--- src/rtl/lane_step_scheduler.sv ---
// Movement timebase: turns a tap bit of the free-running amount counter into base ticks,
// then divides those ticks into one step-enable pulse per lane at a level-adjusted period.
module lane_step_scheduler #(
    parameter int LANES   = 4,
    parameter int AW      = 32,
    parameter int TAP_BIT = 21,
    parameter int PW      = 4,
    parameter int LW      = 3
) (
    input  logic                  clock,
    input  logic                  reset,
    input  logic [AW-1:0]         amount,
    input  logic                  pause,
    input  logic                  restart,
    input  logic                  level_up,
    input  logic [LANES*PW-1:0]   lane_period,
    output logic [LANES-1:0]      lane_step,
    output logic [LW-1:0]         level,
    output logic [15:0]           tick_count
);

    localparam int EW = ((PW > LW) ? PW : LW) + 1;

    logic                tap_hist;
    logic                base_tick;
    logic [PW-1:0]       cnt        [LANES];
    logic [PW-1:0]       reload     [LANES];
    logic [EW-1:0]       period_ext [LANES];
    logic [EW-1:0]       diff       [LANES];
    logic [EW-1:0]       level_ext;
    logic [LANES-1:0]    frozen;

    assign base_tick = amount[TAP_BIT] & ~tap_hist & ~pause & ~restart;
    assign level_ext = EW'(level);

    // Reload value is eff-1, where eff = period - level clamped to at least 1.
    always_comb begin
        for (int i = 0; i < LANES; i++) begin
            period_ext[i] = EW'(lane_period[i*PW +: PW]);
            frozen[i]     = (lane_period[i*PW +: PW] == '0);
            diff[i]       = period_ext[i] - level_ext;
            reload[i]     = '0;
            if (period_ext[i] > level_ext) begin
                reload[i] = PW'(diff[i] - EW'(1));
            end
        end
    end

    // The tap history keeps sampling while paused so that releasing pause cannot
    // turn a long-high tap bit into a fresh rising edge.
    always_ff @(posedge clock or negedge reset) begin
        if (!reset) begin
            tap_hist   <= 1'b1;
            lane_step  <= '0;
            level      <= '0;
            tick_count <= '0;
            for (int i = 0; i < LANES; i++) begin
                cnt[i] <= '0;
            end
        end else begin
            tap_hist <= amount[TAP_BIT];
            if (restart) begin
                lane_step  <= '0;
                level      <= '0;
                tick_count <= '0;
                for (int i = 0; i < LANES; i++) begin
                    cnt[i] <= '0;
                end
            end else begin
                if (level_up && (level != {LW{1'b1}})) begin
                    level <= level + LW'(1);
                end
                if (base_tick) begin
                    tick_count <= tick_count + 16'd1;
                end
                // A frozen lane is pinned to zero so it steps on the first tick once re-enabled.
                for (int i = 0; i < LANES; i++) begin
                    lane_step[i] <= 1'b0;
                    if (frozen[i]) begin
                        cnt[i] <= '0;
                    end else if (base_tick) begin
                        if (cnt[i] == '0) begin
                            lane_step[i] <= 1'b1;
                            cnt[i]       <= reload[i];
                        end else begin
                            cnt[i] <= cnt[i] - PW'(1);
                        end
                    end
                end
            end
        end
    end

endmodule

--- config.mk ---
export PLATFORM = sky130hd
export DESIGN_NAME = lane_step_scheduler
export DESIGN_NICKNAME = d
export VERILOG_FILES = /design/src/rtl/lane_step_scheduler.sv
export SDC_FILE = /design/constraint.sdc
export NUM_CORES = 1
export LEC_CHECK = 0
export CELL_PAD_IN_SITES_DETAIL_PLACEMENT = 0
export CELL_PAD_IN_SITES_GLOBAL_PLACEMENT = 1
export CORE_ASPECT_RATIO = 0.6
export CORE_MARGIN = 4
export CORE_UTILIZATION = 30
export DETAILED_ROUTE_END_ITERATION = 12
export MAX_ROUTING_LAYER = met4
export PLACE_DENSITY_LB_ADDON = 0.1
export SKIP_LAST_GASP = 1
export SYNTH_ARGS = -nofsm -noshare
export SYNTH_HDL_FRONTEND = slang
export SYNTH_SLANG_ARGS = --single-unit
export TNS_END_PERCENT = 50
--- constraint.sdc ---
create_clock -name clock -period 1.8 [get_ports clock]
set_clock_uncertainty 0.1 [all_clocks]
set_input_delay 0.54 -clock clock [delete_from_list [all_inputs] [get_ports clock]]
set_output_delay 0.54 -clock clock [all_outputs]
set_load 0.01 [all_outputs]
-- Word level (Yosys, flattened, before mapping)
Index checks and enable logic that the tools add are counted.
- register bits: 40
- bits in latches: 0
- memory bits (writable): 0
- memory bits (read-only): 0
- input port bits: 53
- output and inout bits: 23
- logic and storage cells: 82
- memories: 0
- $add $sub $neg: 14
- multipliers: 0
- divide/modulo/power cells: 0
- magnitude comparators: 4
- equality and inequality tests: 1
- shift-type cells: 0
- mux-type cells: 34
- bitwise logic cells: 6
- reductions and logical operators: 15
- operators by type and width (cell ; number):
    4-bit 2-to-1 mux ; 17
    16-bit 2-to-1 mux ; 3
    4-bit logical NOT ; 8
    4-bit by 1-bit subtractor with 4-bit output, second input constant ; 8
    16-bit by 1-bit adder with 16-bit output, second input constant ; 1
    4-bit by 3-bit greater-than comparator with 1-bit output ; 4
    4-bit by 3-bit subtractor with 4-bit output ; 4
    1-bit 2-to-1 mux ; 12
    3-bit nonzero test ; 4
    3-bit 2-to-1 mux ; 2
    2-bit nonzero test ; 2
    3-bit by 1-bit adder with 3-bit output, second input constant ; 1
    1-bit AND ; 3
    3-bit inequality test, second input constant ; 1
    1-bit NOT ; 3
    1-bit logical AND ; 1

-- Longest topological paths before layout
Gate-level depths: netlist of the first run.
- word-level depth: 7
- depth in mapped cells: 7
- depth with buffers taken out: 7

-- Worst setup path before layout of the first run
No wires, ideal clock.
- kind: register to register
- start: register level[1]
- end: register cnt[6] (netlist name)
- setup time: 104 ps
- arrival time: 1867 ps
- data required time: 1596 ps
- slack: -271 ps
- cell stages (with the launch flop): 8
- buffers on the path: 0
- period minus slack after synthesis: 2071 ps
- path through: dfrtp_1 inv_1 ha_1 and3_1 o211ai_1 a21oi_1 or3_1 o311ai_1
- longest elaborated chain between the ends: 7
- elaborated cells on any way between the ends: 8
- those cells by class: add/sub: 2; order compare: 1; mux: 5
- ends and longest elaborated chain (element ; RTL line ; text):
    start: declaration ; 18 ; output logic [LW-1:0] level,
    start signal: assignment ; 71 ; level <= level + LW'(1);
    4-bit by 3-bit subtractor with 4-bit output ; 41 ; diff[i] = period_ext[i] - level_ext;
    4-bit by 1-bit subtractor with 4-bit output ; 44 ; reload[i] = PW'(diff[i] - EW'(1));
    4-bit 2-to-1 mux (*) ; 43 ; if (period_ext[i] > level_ext) begin
    4-bit 2-to-1 mux (*) ; 82 ; if (cnt[i] == '0) begin
    4-bit 2-to-1 mux (*) ; 81 ; end else if (base_tick) begin
    4-bit 2-to-1 mux (*) ; 79 ; if (frozen[i]) begin
    16-bit 2-to-1 mux (*) ; 62 ; if (restart) begin
    end signal: indexed assignment ; 84 ; cnt[i] <= reload[i];
    end signal: indexed assignment ; 86 ; cnt[i] <= cnt[i] - PW'(1);
    end: declaration ; 26 ; logic [PW-1:0] cnt [LANES];
Every way passes the cells marked *; elsewhere a longest branch is shown, timed or not. The select of a mux whose other input is x is not followed.
A chain may end at the register's enable or synchronous reset.

-- Worst setup path after layout of the first run
- start: register level[0]
- end: register cnt[15] (netlist name)
The elaborated chain is that of the path after synthesis.

==> summary.txt, run 1 <==
WORST HOLD PATH
-----------------------------------------------------------------------------------------------------
Worst hold-check path type                                                                in -> async

TIMING
-----------------------------------------------------------------------------------------------------
Post-route minimum period                                                                    2.038 ns
Measured slew at the worst slew-check pin                                                   0.3393 ns
Number of hold-slack violations in the final timing report                                          0
Crit path setup slack, layout                                                              -0.2379 ns
Max frequency                                                                              0.4907 GHz
RSZ-0062 raised after global routing                                                             true
Final max-slew violation count                                                                      0
Post-route clock period utilization                                                             1.132
Final worst hold slack                                                                      0.1161 ns
Worst-case headroom to the max-slew limit                                                      0.7731
Setup Viol. Count Final                                                                            19

CLOCKING
-----------------------------------------------------------------------------------------------------
Maximum buffer depth of the clock tree                                                              2
CTS tree                                                                                         done
CTS Hold Buffers Added                                                                              0
Total CTS buffers                                                                                   5
CTS H-Tree Depth                                                                                    2
Library cell used as clock root buffer                                                   sky130_fd_sc_hd__clkbuf_16
Register clock-pin slew on the reported worst setup and hold paths                            0.07 ns
Clock Latency Late Sink                                                                       0.29 ns
Sink count of the clock tree                                                                       40

CRITICAL PATH
-----------------------------------------------------------------------------------------------------
Worst Reg2Reg Path Length in Cells                                                                  6
Highest net fanout along the worst path                                                             3
Critical path launch point type                                                             flip-flop
CP required                                                                                   1.87 ns
Worst reg2reg path endpoint                                                                   cnt[15]
Startpoint of the worst register-to-register path                                            level[0]
Crit-path cells                                                                          buf_12 -> ha_4 -> or4_4 -> nor4_4 -> a2111oi_2 -> a2111oi_1
Slowest cell delay on critical path                                                           0.50 ns
Crit path DAT                                                                                 2.11 ns
Sort of element at the end of the critical path                                             flip-flop
Reg-to-reg slack, setup                                                                      -0.24 ns
Classification of the worst setup path                                                     reg -> reg
Slowest cell on the critical path                                                        sky130_fd_sc_hd__or4_4

FLOORPLAN
-----------------------------------------------------------------------------------------------------
Core ar.                                                                                     8686 um2
Area enclosed by the die boundary                                                           10730 um2
Row count                                                                                          26
X dimension of the die                                                                       131.1 um
Top-level port count                                                                               76
Die Span Y                                                                                   81.86 um
Initial core utilization                                                                       0.3140

YOSYS
-----------------------------------------------------------------------------------------------------
Post-synthesis simple-gate area fraction                                                       0.2317
Post-synthesis mux area share                                                                       0
Total number of yosys warnings                                                                      0
Flops & latches, synth                                                                             40
Top flip-flop cell by instance count after synthesis                                     sky130_fd_sc_hd__dfrtp_1
Fraction of the yosys area taken by sequential cells                                           0.3674
Async set or reset register ratio after synthesis                                               1.000
Post-Synthesis Cells                                                                              311
Syn Nets                                                                                          395
Synthesized area                                                                             2728 um2
Synth cell types                                                                                   40
Mapped Avg Cell Area                                                                        8.770 um2
Post-synthesis share of cell area spent on xor and xnor gates                                 0.06743
Largest family of logic cells by synthesized area                                        simple AND/OR/NAND/NOR gates
Compound-cell area share of the yosys netlist                                                  0.1390
Number of enable flip-flop cells after synthesis                                                    0
Post-synthesis share of cell area spent on full adders, half adders and majority gates         0.1532

ROUTING
-----------------------------------------------------------------------------------------------------
Post-route DRC violation count                                                                      0
Detailed-route vias per instance                                                                4.905
Number of violations reported at the end of detailed-routing iteration 0                          182
Via total after detailed routing                                                                 2673
Antenna Nets Post-Route                                                                             0
Average wire length per cell after detail routing                                            15.00 um
Number of detailed-route iterations in the first pass                                               4
Total wire length after detailed routing                                                      8175 um

POWER AND IR DROP
-----------------------------------------------------------------------------------------------------
Maximum ir drop on the vdd rail                                                           0.0002886 V
Share of total power consumed by net switching                                                 0.2939
Static power due to leakage                                                                  1.993 nW
PD cells                                                                                 647.9 nW/um2
Fraction of power consumed by sequential logic                                                  0.339
Net switching power figure                                                                   833.7 uW
Internal power consumption                                                                   2.003 mW
Relative contribution of combinational cells to total power                                     0.288
Clock group share of total power                                                                0.372
Pwr Total                                                                                    2.837 mW

CELLS AND AREA
-----------------------------------------------------------------------------------------------------
Share of cells above drive strength 1                                                          0.3256
Storage element area                                                                         1007 um2
# nets final                                                                                      516
Total area of multi-input combinational cells                                                1919 um2
Area growth, synth to finish                                                                   60.50%
Util after Layout                                                                              0.5040
Count of fill cells added during filler insertion                                                 786
Final antenna diode count                                                                           0
Fin area                                                                                     4378 um2

GRT
-----------------------------------------------------------------------------------------------------
Vias in the first global route                                                                   2600
Antenna violations before repair                                                                    0
Overflow after GRT                                                                                  0
Pin count of the biggest net entering global routing                                               41
Global-route wire length before repair                                                       13340 um
All-Layer GR Usage                                                                             0.1605

PLACE
-----------------------------------------------------------------------------------------------------
Last weighted congestion value of the routability-driven placer                                0.8248
HPWL after detailed placement                                                                 6066 um
PortBufs                                                                                           44
Post-place instance area                                                                     3831 um2

RUN
-----------------------------------------------------------------------------------------------------
Number of max-capacitance violations reported                                                       0

STATUS
-----------------------------------------------------------------------------------------------------
Run status                                                                               finished, violations left
Violated checks                                                                          setup timing

==> critical path, delay by kind of cell, from the launching register on <==
kind | cells | cell delay [ns]
buffers and inverters | 1 | 0.14
adders and majority gates | 1 | 0.20
AOI/OAI and AO/OA | 2 | 0.36
and+or+nand+nor | 2 | 0.66
DFF | 1 | 0.45
==> flip-flops by register name, summed over array words and instances (netlist names) <==
register,count
tap_hist,1
tick_count,16
cnt,16
level,3
lane_step,4
==> through the flow <==
stage	TNS, ns	cells	setup WS, ns
final	-1.826	545	-0.2379
after floorplan	-0.8160	311	-0.1751
after detailed placement	-19.86	525	-0.8770
after global placement	-19.68	525	-0.8637
after CTS	-4.236	537	-0.3860
after global routing	-3.984	545	-0.3118
==> logic make-up (layout without fill, tap and decap cells) <==
logic type | count (synthesis) | in the layout
flip-flops | 40 | 40
XOR/XNOR | 21 | 21
AO/OA/AOI/OAI | 64 | 64
adder cells (fa/ha/maj) | 31 | 31
buffers and inverters | 30 | 152
AND/OR/NAND/NOR | 125 | 125
==> per-layer routing <==
metal | track usage | routed length (um)
met3 | 0.03305 | 321
met2 | 0.2283 | 3389
met4 | 0.03774 | 19
met5 | - | 0
met1 | 0.2331 | 4445
==> cell type report <==
| type | instances | share of cell area |
|---|---|---|
| clock buffer | 5 | 0.02858 |
| multi-input combinational | 241 | 0.4384 |
| tap | 112 | 0.03201 |
| sequential | 40 | 0.2301 |
| timing repair buffer | 116 | 0.2318 |
| inverter | 28 | 0.02858 |
| clock inverter | 3 | 0.01057 |
==> Yosys cell counts (all sizes together) (3+ instances only) <==
cell type / count / area share
xor2: 8 / 0.026
inv: 28 / 0.039
or3: 5 / 0.011
nor4: 7 / 0.016
o211ai: 3 / 0.0083
a21oi: 20 / 0.037
o311ai: 3 / 0.0096
nand4bb: 3 / 0.012
and3: 4 / 0.0092
nor3: 5 / 0.0092
nor2b: 3 / 0.0069
or2: 3 / 0.0096
nor2: 44 / 0.061
dfrtp: 39 / 0.36
ha: 27 / 0.12
xnor2: 13 / 0.042
nand3: 8 / 0.015
and2: 3 / 0.0069
a31oi: 9 / 0.021
o21ai: 21 / 0.039
fa: 4 / 0.029
nand2: 29 / 0.040
==> worst max-delay path by stage <==
stage / startpoint / to / slack (ns) / cells past startpoint
2_1_floorplan: lane_period[10] / cnt[6] / -0.18 / 6
3_3_place_gp: pause / cnt[12] / -0.86 / 5
6_report: level[0] / cnt[15] / -0.24 / 6
3_5_place_dp: lane_period[0] / cnt[15] / -0.88 / 8
4_1_cts: level[0] / cnt[15] / -0.39 / 6
5_1_grt: level[0] / cnt[15] / -0.31 / 6
==> power groups by stage <==
| stage | sequential, mW | combinational (mW) | clock, mW |
|---|---|---|---|
| detailed placement | 0.976 | 0.673 | 0 |
| CTS | 0.960 | 0.715 | 1.08 |
| global route | 0.966 | 0.910 | 1.13 |
| finish | 0.962 | 0.818 | 1.06 |
| floorplan | 0.979 | 0.329 | 0 |
| global placement | 0.976 | 0.672 | 0 |
==> placed cells by master (no fill, tap or decap), drive strengths merged, types with 4 or more instances in the layout <==
cell,n
o21ai,21
inv,29
or3,5
and3,4
ha,27
nor4,7
fa,4
a31oi,9
clkdlybuf4s50,18
dlymetal6s2s,9
nand3,8
nor3,5
a21oi,20
buf,75
nor2,44
clkbuf,6
xor2,8
dlygate4sd2,8
xnor2,13
nand2,29
dfrtp,39
clkdlybuf4s15,5
==> repair_timing <==
| action | CTS | global route |
|---|---|---|
| cloned | 0 | 0 |
| gates resized for setup | 48 | 52 |
| setup endpoints to repair | 52 | 45 |
| endpoints found under the hold margin | 0 | 0 |
| buffers inserted | 4 | 8 |
| pin swaps | 18 | 26 |
Power figures use the tool's default switching activity.
==> inputs of run 2 (changes only) <==
--- a/config.mk
+++ b/config.mk
@@ -5,11 +5,13 @@
 export SDC_FILE = /design/constraint.sdc
 export NUM_CORES = 1
 export LEC_CHECK = 0
+export CAP_MARGIN = 40
 export CELL_PAD_IN_SITES_DETAIL_PLACEMENT = 0
 export CELL_PAD_IN_SITES_GLOBAL_PLACEMENT = 1
 export CORE_ASPECT_RATIO = 0.6
 export CORE_MARGIN = 4
 export CORE_UTILIZATION = 30
+export CTS_CLUSTER_DIAMETER = 100
 export DETAILED_ROUTE_END_ITERATION = 12
 export MAX_ROUTING_LAYER = met4
 export PLACE_DENSITY_LB_ADDON = 0.1
==> results of run 2 <==
Final layout, timing and power as in run 1 (identical DEF).
==> inputs of run 3 (changes only) <==
--- a/config.mk
+++ b/config.mk
@@ -19,4 +19,3 @@
 export SYNTH_ARGS = -nofsm -noshare
 export SYNTH_HDL_FRONTEND = slang
 export SYNTH_SLANG_ARGS = --single-unit
-export TNS_END_PERCENT = 50
==> summary.txt, run 3 (synthesized netlist as in run 1, its figures left out) <==
TIMING
---------------------------------------------------------------------------------------
Number of hold-slack violations in the final timing report                            0   unchanged
Setup Viol. Count Final                                                              13   -6
Post-route clock period utilization                                               1.154   +0.02160
Worst-case headroom to the max-slew limit                                        0.7265   -0.04663
RSZ-0062 raised after global routing                                               true
Measured slew at the worst slew-check pin                                     0.4050 ns   +0.06570 ns
Crit path setup slack, layout                                                -0.2768 ns   -0.03887 ns
Final max-slew violation count                                                        0   unchanged
Max frequency                                                                0.4815 GHz   -1.9%
Post-route minimum period                                                      2.077 ns   +0.03887 ns

CRITICAL PATH
---------------------------------------------------------------------------------------
Count of buffer and inverter cells on the critical path                               3   +2
Worst Reg2Reg Path Length in Cells                                                    9   +3
Slowest cell on the critical path                                          sky130_fd_sc_hd__dfrtp_1
Reg-to-reg slack, setup                                                        -0.28 ns   -0.04 ns
Worst reg2reg path endpoint                                                      cnt[6]
Sort of element at the end of the critical path                               flip-flop
Highest net fanout along the worst path                                               5   +2
Capturing instance or port of the critical path                                  cnt[6]
First element of the critical path                                             level[2]
Crit-path cells                                                            clkinvlp_4 -> buf_6 -> ha_4 -> buf_6 -> nand4bb_1 -> o211ai_1 -> a21oi_1 -> or3_1 -> o311ai_2
Library cell appearing most often on the critical path                     sky130_fd_sc_hd__buf_6
Slowest cell delay on critical path                                             0.39 ns   -0.11 ns
Crit path DAT                                                                   2.16 ns   +0.05 ns
Critical path launch point type                                               flip-flop
Startpoint of the worst register-to-register path                              level[2]
Number of stages on the worst setup path                                              9   +3
Classification of the worst setup path                                       reg -> reg
CP required                                                                     1.88 ns   about the same
Top cell family by delay on the critical path                              simple AND/OR/NAND/NOR gates

CELLS AND AREA
---------------------------------------------------------------------------------------
Largest registers                                                          cnt (16), tick_count (16), lane_step (4)
Count of fill cells added during filler insertion                                   831   +5.7%
Share of cells above drive strength 1                                            0.3417   +0.01605
Area growth, synth to finish                                                     59.91%
Final antenna diode count                                                             0   unchanged
# nets final                                                                        522   +1.2%
Final cell count without fillers                                                    551   +1.1%
Leading cell type in the layout, fill and taps excluded                    sky130_fd_sc_hd__buf_4
Commonest cells after routing, fill and taps aside                         sky130_fd_sc_hd__buf_4, sky130_fd_sc_hd__nor2_1, sky130_fd_sc_hd__dfrtp_1

ROUTING
---------------------------------------------------------------------------------------
Total wire length after detailed routing                                        8237 um   +0.76%
Post-route DRC violation count                                                        0   unchanged
Detailed-route vias per instance                                                  4.882   -0.46%
Antenna Nets Post-Route                                                               0   unchanged
Number of detailed-route iterations in the first pass                                 4   unchanged
Number of violations reported at the end of detailed-routing iteration 0            166   -8.8%
Via total after detailed routing                                                   2690   +0.64%
Average wire length per cell after detail routing                              14.95 um   -0.34%

PLACE
---------------------------------------------------------------------------------------
HPWL after detailed placement                                                   6023 um   -0.70%
Placed insts                                                                        533   +1.5%
Last weighted congestion value of the routability-driven placer                  0.8237   -0.13%
PortBufs                                                                             44   unchanged

STATUS
---------------------------------------------------------------------------------------
Run status                                                                 finished, violations left
Violated checks                                                            setup timing

FLOORPLAN
---------------------------------------------------------------------------------------
Row count                                                                            26   unchanged
Die Span Y                                                                     81.86 um   unchanged
Top-level port count                                                                 76   unchanged
X dimension of the die                                                         131.1 um   unchanged
Core ar.                                                                       8686 um2   unchanged
Initial core utilization                                                         0.3140   unchanged
Area enclosed by the die boundary                                             10730 um2   unchanged

POWER AND IR DROP
---------------------------------------------------------------------------------------
Net switching power figure                                                     819.7 uW   -1.7%
PD cells                                                                   621.6 nW/um2   -4.1%
Fraction of power consumed by sequential logic                                    0.354   +0.015
Static power due to leakage                                                    2.005 nW   +0.62%
Internal power consumption                                                     1.891 mW   -5.6%
Pwr Total                                                                      2.711 mW   -4.4%
Maximum ir drop on the vdd rail                                             0.0004073 V   +41%
Relative contribution of combinational cells to total power                       0.307   +0.019
Clock group share of total power                                                  0.339   -0.033
Share of total power consumed by net switching                                   0.3023   +0.008426

CLOCKING
---------------------------------------------------------------------------------------
Register clock-pin slew on the reported worst setup and hold paths              0.06 ns   about the same
CTS tree                                                                           done
Sink count of the clock tree                                                         40   unchanged
Total CTS buffers                                                                     5   unchanged
Clock Latency Late Sink                                                         0.29 ns   about the same
Library cell used as clock root buffer                                     sky130_fd_sc_hd__clkbuf_16
CTS H-Tree Depth                                                                      2   unchanged
Maximum buffer depth of the clock tree                                                2   unchanged
CTS Hold Buffers Added                                                                0   unchanged

WORST HOLD PATH
---------------------------------------------------------------------------------------
Worst hold-check path type                                                  in -> async

GRT
---------------------------------------------------------------------------------------
Pin count of the biggest net entering global routing                                 30   -27%
All-Layer GR Usage                                                               0.1629   +0.002383
Vias in the first global route                                                     2740   +5.4%
Global-route wire length before repair                                         13680 um   +2.6%
Antenna violations before repair                                                      0   unchanged
Overflow after GRT                                                                    0   unchanged

RUN
---------------------------------------------------------------------------------------
Number of max-capacitance violations reported                                         0   unchanged

-- run 3: cell count changes in the layout (fill, tap and decap cells not counted), moves of 4 or more --
cell / before / now
sky130_fd_sc_hd__o21ai_0: 9 / 4
sky130_fd_sc_hd__o21ai_1: 9 / 13
sky130_fd_sc_hd__clkdlybuf4s50_1: 18 / 6
sky130_fd_sc_hd__dlymetal6s2s_1: 9 / 4
sky130_fd_sc_hd__buf_4: 66 / 70
sky130_fd_sc_hd__dlygate4sd2_1: 8 / 27
-- run 3: layout make-up --
type,count,area (um2),area share
tap,112,140.1,0.03213
clock buffer,6,138.9,0.03184
multi-input combinational,241,1931,0.4426
timing repair buffer,122,1011,0.2318
clock inverter,2,10.01,0.002295
sequential,40,1005,0.2303
inverter,28,126.4,0.02897
-- run 3: per-layer routing --
metal  global-route usage  vias up  part of all wire
li1                     -     1340                 -
met1               0.2280     1275              0.51
met2               0.2407       60              0.43
met3              0.03733       15             0.048
met4              0.03774        0             0.014
met5                    -        -                 0
-- run 3: repair_timing --
action	in CTS	in global routing
resized for setup	80	35
setup buffers	12	3
pin swaps	29	28
endpoints found under the setup margin	49	22
cloned	0	0
-- run 3: power by group through the flow --
stage | sequential (mW) | clock (mW) | combinational (mW)
after floorplan | 0.979 | 0 | 0.331
after global placement | 0.974 | 0 | 0.683
after detailed placement | 0.974 | 0 | 0.677
after CTS | 0.957 | 0.942 | 0.754
after global routing | 0.963 | 0.991 | 0.921
final | 0.959 | 0.920 | 0.833
-- run 3: worst reg2reg max path, stage by stage (launching register included) --
cell,delay (ns)
sky130_fd_sc_hd__dfrtp_1,0.39
sky130_fd_sc_hd__clkinvlp_4,0.18
sky130_fd_sc_hd__buf_6,0.16
sky130_fd_sc_hd__ha_4,0.28
sky130_fd_sc_hd__buf_6,0.10
sky130_fd_sc_hd__nand4bb_1,0.09
sky130_fd_sc_hd__o211ai_1,0.13
sky130_fd_sc_hd__a21oi_1,0.09
sky130_fd_sc_hd__or3_1,0.37
sky130_fd_sc_hd__o311ai_2,0.08
-- run 3: metrics by stage --
step                setup TNS [ns]  worst slack, ns  cell area [um2]    util  hold WS (ns)
detailed placement          -19.04          -0.9038             3890  0.4479        0.3654
floorplan                  -0.6718          -0.1751             2799       -        0.1444
global route                -3.009          -0.3770             4362  0.5022       0.06471
global placement            -18.50          -0.8595             3890  0.4479        0.3659
finish                      -1.610          -0.2768             4362  0.5022       0.04218
CTS                         -2.432          -0.3484             4219  0.4857       0.05526
-- run 3: how the worst min path moves through the flow --
stage | from | endpoint | cells past startpoint
2_1_floorplan | reset | cnt[0] | 0
5_1_grt | reset | cnt[10] | 1
3_5_place_dp | reset | lane_step[3] | 1
3_3_place_gp | reset | lane_step[3] | 1
4_1_cts | reset | lane_step[3] | 1
6_report | reset | lane_step[3] | 1
